File: src/rtl/vote_filter_n.sv
`default_nettype none
// +--------------------------------------------------------------------------+
// | vote_filter_n : N-input vote with registered stage and HOLD debounce.    |
// | Revision 1.0                                                             |
// +--------------------------------------------------------------------------+
module vote_filter_n #(
  parameter  int N    = 3,
  parameter  int HOLD = 4,
  localparam int CW   = $clog2(N + 1)
) (
  input  logic          clk,
  input  logic          rst_n,
  input  logic          en,
  input  logic [N-1:0]  in,
  input  logic [1:0]    mode,
  input  logic [CW-1:0] thr,
  output logic [CW-1:0] cnt,
  output logic          raw,
  output logic          d,
  output logic          change,
  output logic [7:0]    glitch
);

  localparam int              SCW     = $clog2(HOLD + 1);
  localparam logic [CW-1:0]   N_C     = CW'(N);
  localparam logic [CW-1:0]   HALF_C  = CW'(N / 2);
  localparam logic [SCW-1:0]  SC_LAST = SCW'(HOLD - 1);

  logic [CW-1:0]  pop;
  logic           vote;

  logic [CW-1:0]  cnt_q, cnt_d;
  logic           raw_q, raw_d;
  logic           d_q, d_d;
  logic           change_q, change_d;
  logic [7:0]     glitch_q, glitch_d;
  logic [SCW-1:0] sc_q, sc_d;

  always_comb begin
    pop = '0;
    for (int i = 0; i < N; i++) begin
      pop = pop + CW'(in[i]);
    end
  end

  // Majority is strictly greater than half, so an even-N tie votes 0.
  always_comb begin
    vote = 1'b0;
    case (mode)
      2'b00:   vote = (pop > HALF_C);
      2'b01:   vote = (pop != '0);
      2'b10:   vote = (pop == N_C);
      default: vote = (pop >= thr);
    endcase
  end

  always_comb begin
    cnt_d    = cnt_q;
    raw_d    = raw_q;
    d_d      = d_q;
    change_d = 1'b0;
    glitch_d = glitch_q;
    sc_d     = sc_q;
    if (en) begin
      cnt_d = pop;
      raw_d = vote;
      if (raw_q != d_q) begin
        if (sc_q == SC_LAST) begin
          d_d      = raw_q;
          change_d = 1'b1;
          sc_d     = '0;
        end else begin
          sc_d = sc_q + SCW'(1);
        end
      end else if (sc_q != '0) begin
        // raw fell back to d before HOLD elapsed: a rejected glitch
        glitch_d = (glitch_q == 8'hFF) ? glitch_q : glitch_q + 8'd1;
        sc_d     = '0;
      end
    end
  end

  always_ff @(posedge clk) begin
    if (!rst_n) begin
      cnt_q    <= '0;
      raw_q    <= 1'b0;
      d_q      <= 1'b0;
      change_q <= 1'b0;
      glitch_q <= 8'd0;
      sc_q     <= '0;
    end else begin
      cnt_q    <= cnt_d;
      raw_q    <= raw_d;
      d_q      <= d_d;
      change_q <= change_d;
      glitch_q <= glitch_d;
      sc_q     <= sc_d;
    end
  end

  assign cnt    = cnt_q;
  assign raw    = raw_q;
  assign d      = d_q;
  assign change = change_q;
  assign glitch = glitch_q;

endmodule
`default_nettype wire
File: config.mk
export PLATFORM = sky130hd
export DESIGN_NAME = vote_filter_n
export DESIGN_NICKNAME = d
export VERILOG_FILES = /design/src/rtl/vote_filter_n.sv
export SDC_FILE = /design/constraint.sdc
export NUM_CORES = 1
export LEC_CHECK = 0
export ABC_AREA = 1
export CORE_MARGIN = 1.5
export CORE_UTILIZATION = 41
export DETAILED_ROUTE_END_ITERATION = 6
export PLACE_DENSITY_LB_ADDON = 0.05
export SKIP_LAST_GASP = 1
export SYNTH_ARGS = -nofsm -noshare
export SYNTH_HDL_FRONTEND = slang
export SYNTH_SLANG_ARGS = --single-unit
File: constraint.sdc
create_clock -name clk -period 3.31 [get_ports clk]
set_input_delay 0.8275 -clock clk [delete_from_list [all_inputs] [get_ports clk]]
set_output_delay 0.8275 -clock clk [all_outputs]
set_load 0.02 [all_outputs]
Word level (Yosys, flattened, before mapping)
Cells that the tools add are included.
{"block": "op_classes", "n_reduce_logical": 8, "addsub": 4, "order_cmp": 2, "muxes": 5, "eq_ne": 6, "bitwise_logic": 2}
{"cell": "3-bit two-way mux", "n": 3}
{"cell": "8-bit by 1-bit adder with 8-bit output (second input constant)", "n": 1}
{"cell": "8-bit == test (second input constant)", "n": 1}
{"cell": "3-bit AND reduction", "n": 2}
{"cell": "2-bit == test (second input constant)", "n": 2}
{"cell": "4-bit AND reduction", "n": 1}
{"cell": "2-bit nonzero test", "n": 2}
{"cell": "3-bit by 1-bit adder with 3-bit output (second input constant)", "n": 1}
{"cell": "3-bit by 2-bit == test with 1-bit output (second input constant)", "n": 1}
{"cell": "1-bit case mux with 3 select lines", "n": 1}
{"cell": "3-bit nonzero test", "n": 1}
{"cell": "1-bit by 1-bit adder with 2-bit output", "n": 1}
{"cell": "2-bit by 1-bit adder with 2-bit output", "n": 1}
{"cell": "2-bit by 1-bit == test with 1-bit output (second input constant)", "n": 1}
{"cell": "2-bit greater-or-equal comparator", "n": 1}
{"cell": "2-bit by 1-bit > comparator with 1-bit output (second input constant)", "n": 1}
{"cell": "2-bit logical NOT", "n": 1}
{"cell": "1-bit inverter", "n": 2}
{"cell": "2-bit AND reduction", "n": 1}
{"cell": "1-bit two-way mux", "n": 1}
{"cell": "1-bit != test", "n": 1}
{"block": "totals", "register_bits": 16, "output_inout_bits": 13, "word_cells": 33, "input_bits": 10}

Longest topological paths before layout
{"block": "logic_depth", "depth_word": 4, "ltp_mapped": 9, "depth_no_buf": 9}

Least setup slack after synthesis
Ideal clock, no wire load.
{"block": "synth_timing", "path_kind": "input to register", "from": "in in[0]", "to": "reg raw_q, in the netlist raw", "cell_stages": 5, "path_slack_ns": 1.207, "required_ns": 3.185, "n_path_buf": 0, "setup_time_ns": 0.125, "arrival_ns": 1.978, "path_cell_list": "inv_1 -> fa_1 -> ha_1 -> o31ai_1 -> a21oi_1"}
{"block": "synth_between", "elab_chain_len": 4, "word_cells_on_any_way": 7, "cone_classes": "add/sub (2); order compare (2); eq/ne (1); mux (1); reduce/logical (1)"}
{"element": "start: declaration", "line": "14", "rtl": "input logic [N-1:0] in,"}
{"element": "1-bit by 1-bit adder with 2-bit output *", "line": "42", "rtl": "pop = pop + CW'(in[i]);"}
{"element": "2-bit by 1-bit adder with 2-bit output *", "line": "42"}
{"element": "2-bit greater-or-equal comparator, or another cell as far along", "line": "53", "rtl": "default: vote = (pop >= thr);"}
{"element": "1-bit case mux with 3 select lines *", "line": "49", "rtl": "case (mode)"}
{"element": "end signal: assignment", "line": "93", "rtl": "raw_q <= raw_d;"}
{"element": "end: declaration", "line": "33", "rtl": "logic raw_q, raw_d;"}
Every way passes the cells marked *; elsewhere a longest branch is shown, timed or not.
A chain may end at the register's enable or synchronous reset.

Worst setup path in the final report
Same ends and word-level chain as after synthesis.

==> flow_metrics.env <==
export IMPL_cts_resized=0
export IMPL_cpPeakStageDelay_ns=0.62
export IMPL_grt_max_degree=12
export IMPL_skew_ns=0.00609
export IMPL_ys_seq_elements=16
export IMPL_finalSetupTns_ns=0
export IMPL_cp_max_fo=4
export IMPL_num_rows=17
export IMPL_grt_first_pass_wirelength_um=3600
export IMPL_cts_buffers=3
export IMPL_synth_cell_types=25
export IMPL_insertion_delay_ns=0.29
export IMPL_gr_usage_all_layers_pct=18.0
export IMPL_num_antenna_cells=0
export IMPL_ioPinCount=23
export IMPL_area_growth_pct=26.7
export IMPL_tightestPinTransition_ns=0.388
export IMPL_hp_class="reg2reg"
export IMPL_clkSlewWorstSetupHoldPaths_ns=0.09
export IMPL_avgSynthCellArea_um2=6.88
export IMPL_cp_required_ns=3.49
export IMPL_antenna_found_initial=0
export IMPL_p_leak_nw=0.523
export IMPL_yosysSeqAreaShare_pct=32.1
export IMPL_total_power_w=0.000375
export IMPL_hpwlAfterDp_um=1620
export IMPL_grt_pass1_vias=855
export IMPL_p_per_area_nw_per_um2=297
export IMPL_post_drt_wl_per_cell_um=10.6
export IMPL_final_nets=186
export IMPL_root_buffer="clkbuf_4"
export IMPL_utilization_pct=56.0
export IMPL_die_x_um=52.3
export IMPL_finalMaxSlewViolations=0
export IMPL_synth_cells=145
export IMPL_end_kind="flip-flop"
export IMPL_drive_gt1_share_pct=13.0
export IMPL_first_pass_iters=4
export IMPL_synth_area_leaders="dfxtp_1 32%, nand2_1 14%, inv_1 6.8%, a21oi_1 6.0%, nor2_1 5.6%"
export IMPL_drc=0
export IMPL_crit_chain="clkdlybuf4s50_1 -> inv_1 -> fa_1 -> ha_1 -> o31ai_1 -> a21oi_1"
export IMPL_yosysTopAreaCellShare_pct=32.1
export IMPL_worstSetupStartpointType="input port"
export IMPL_ir_drop_mv=0.168
export IMPL_layout_common_cells="38 x nand2_1, 22 x clkdlybuf4s50_1, 18 x inv_1"
export IMPL_via_count=957
export IMPL_vias_per_cell=4.86
export IMPL_cts_tree="yes"
export IMPL_initial_core_util_pct=44.2
export IMPL_clockBufferDepth=2
export IMPL_drv_cap=0
export IMPL_post_cts_repair_setup_buffers=0
export IMPL_setup_violations_final=0
export IMPL_ant_nets=0
export IMPL_rsz0062_at_grt="no"
export IMPL_slowest_stage="fa_1"
export IMPL_cp_buffers_inverters=2
export IMPL_chipHeight_um=52.3
export IMPL_syn_cell_area_um2=997
export IMPL_fmaxAchievable_ghz=0.425
export IMPL_synth_top_cell_by_area="dfxtp_1"
export IMPL_worstSetupPathType="in2reg"
export IMPL_relSlewSlack_pct=74.1
export IMPL_ys_warnings_count=0
export IMPL_htreeDepth=1
export IMPL_port_buffers=22
export IMPL_ctsHoldBuffers=0
export IMPL_die_area_um2=2740
export IMPL_syn_nets=160
export IMPL_status="completed"
export IMPL_wirelength_um=2090
export IMPL_core_um2=2250
export IMPL_drt_iter0_markers=19
export IMPL_worstPathArrival_ns=2.53
export IMPL_cts_sinks=16
export IMPL_crit_family="adder cells"
export IMPL_place_congestion=0.707
export IMPL_overflow=0
export IMPL_fin_crit_ns=2.35
export IMPL_final_hold_viol_count=0
export IMPL_final_common_cell="nand2_1"
export IMPL_fin_crit_sh_pct=71.0
path summary, 6_finish.rpt:
path / end / start / cells after the start / slack, ns
max: raw / in[0] / 6 / 0.96
min: sc_q[2] / sc_q[2] / 2 / 0.47
max reg2reg: glitch[1] / sc_q[0] / 8 / 1.89
min reg2reg: sc_q[2] / sc_q[2] / 2 / 0.47
registers in the layout, summed over array words and instances, names as in the netlist:
name / count
d: 1
cnt: 2
glitch: 8
sc_q: 3
change: 1
raw: 1
synthesized netlist by cell type (all sizes together):
| library cell | count |
|---|---|
| ha | 4 |
| nand3b | 1 |
| nor2 | 19 |
| dfxtp | 16 |
| nand2 | 45 |
| nand4 | 1 |
| xor2 | 1 |
| inv | 22 |
| fa | 1 |
| o31ai | 1 |
| buf | 1 |
| o21ai | 6 |
| a21oi | 13 |
| a211oi | 1 |
| clkinv | 2 |
| o211ai | 1 |
| nand3 | 10 |
metrics by stage:
step                setup WS (ns)  instance area [µm²]  instances  hold WS (ns)
floorplan                    1.21                  997        145         0.440
global placement            0.697                 1240        194         0.451
detailed placement          0.646                 1240        194         0.459
CTS                         0.964                 1260        197         0.474
global route                0.893                 1260        197         0.501
finish                      0.959                 1260        197         0.469
kinds of logic (layout without fill, tap and decap cells):
family	after synthesis	count (layout)	synth area share (%)
xor gates and xnor gates	1	1	0.878
AOI/OAI and AO/OA	22	22	12.2
DFF	16	16	32.1
and+or+nand+nor	76	76	37.6
buffers and inverters	25	49	10.2
adders and majority gates	5	5	7.03
layout make-up:
| type | count | area (µm²) |
|---|---|---|
| Fill cell | 237 | 991 |
| Clock buffer | 3 | 22.5 |
| Timing Repair Buffer | 22 | 220 |
| Inverter | 24 | 90.1 |
| Tap cell | 28 | 35.0 |
| Sequential cell | 16 | 320 |
| Multi-Input combinational cell | 104 | 576 |
per-layer routing:
metal | wire length, µm | track usage (%)
met5 | 0 | 0
met4 | 40 | 8.55
met3 | 78 | 5.43
met2 | 1050 | 32.3
met1 | 916 | 19.0
report_power, final:
part	leakage (nW)	switching [W]	internal, W
clock network	0.0138	0.0000638	0.0000424
logic	0.379	0.0000357	0.0000307
registers	0.130	0.00000518	0.000198
total	0.523	0.000105	0.000271
worst register-to-register path: stages, from the launching register on:
cell	delay [ns]
dfxtp_1	0.38
inv_1	0.06
ha_1	0.21
nand2_1	0.08
nand2_2	0.10
nor2_8	0.21
nand2_4	0.10
o21ai_1	0.14
nor2_1	0.05
Power figures use the tool's default switching activity.
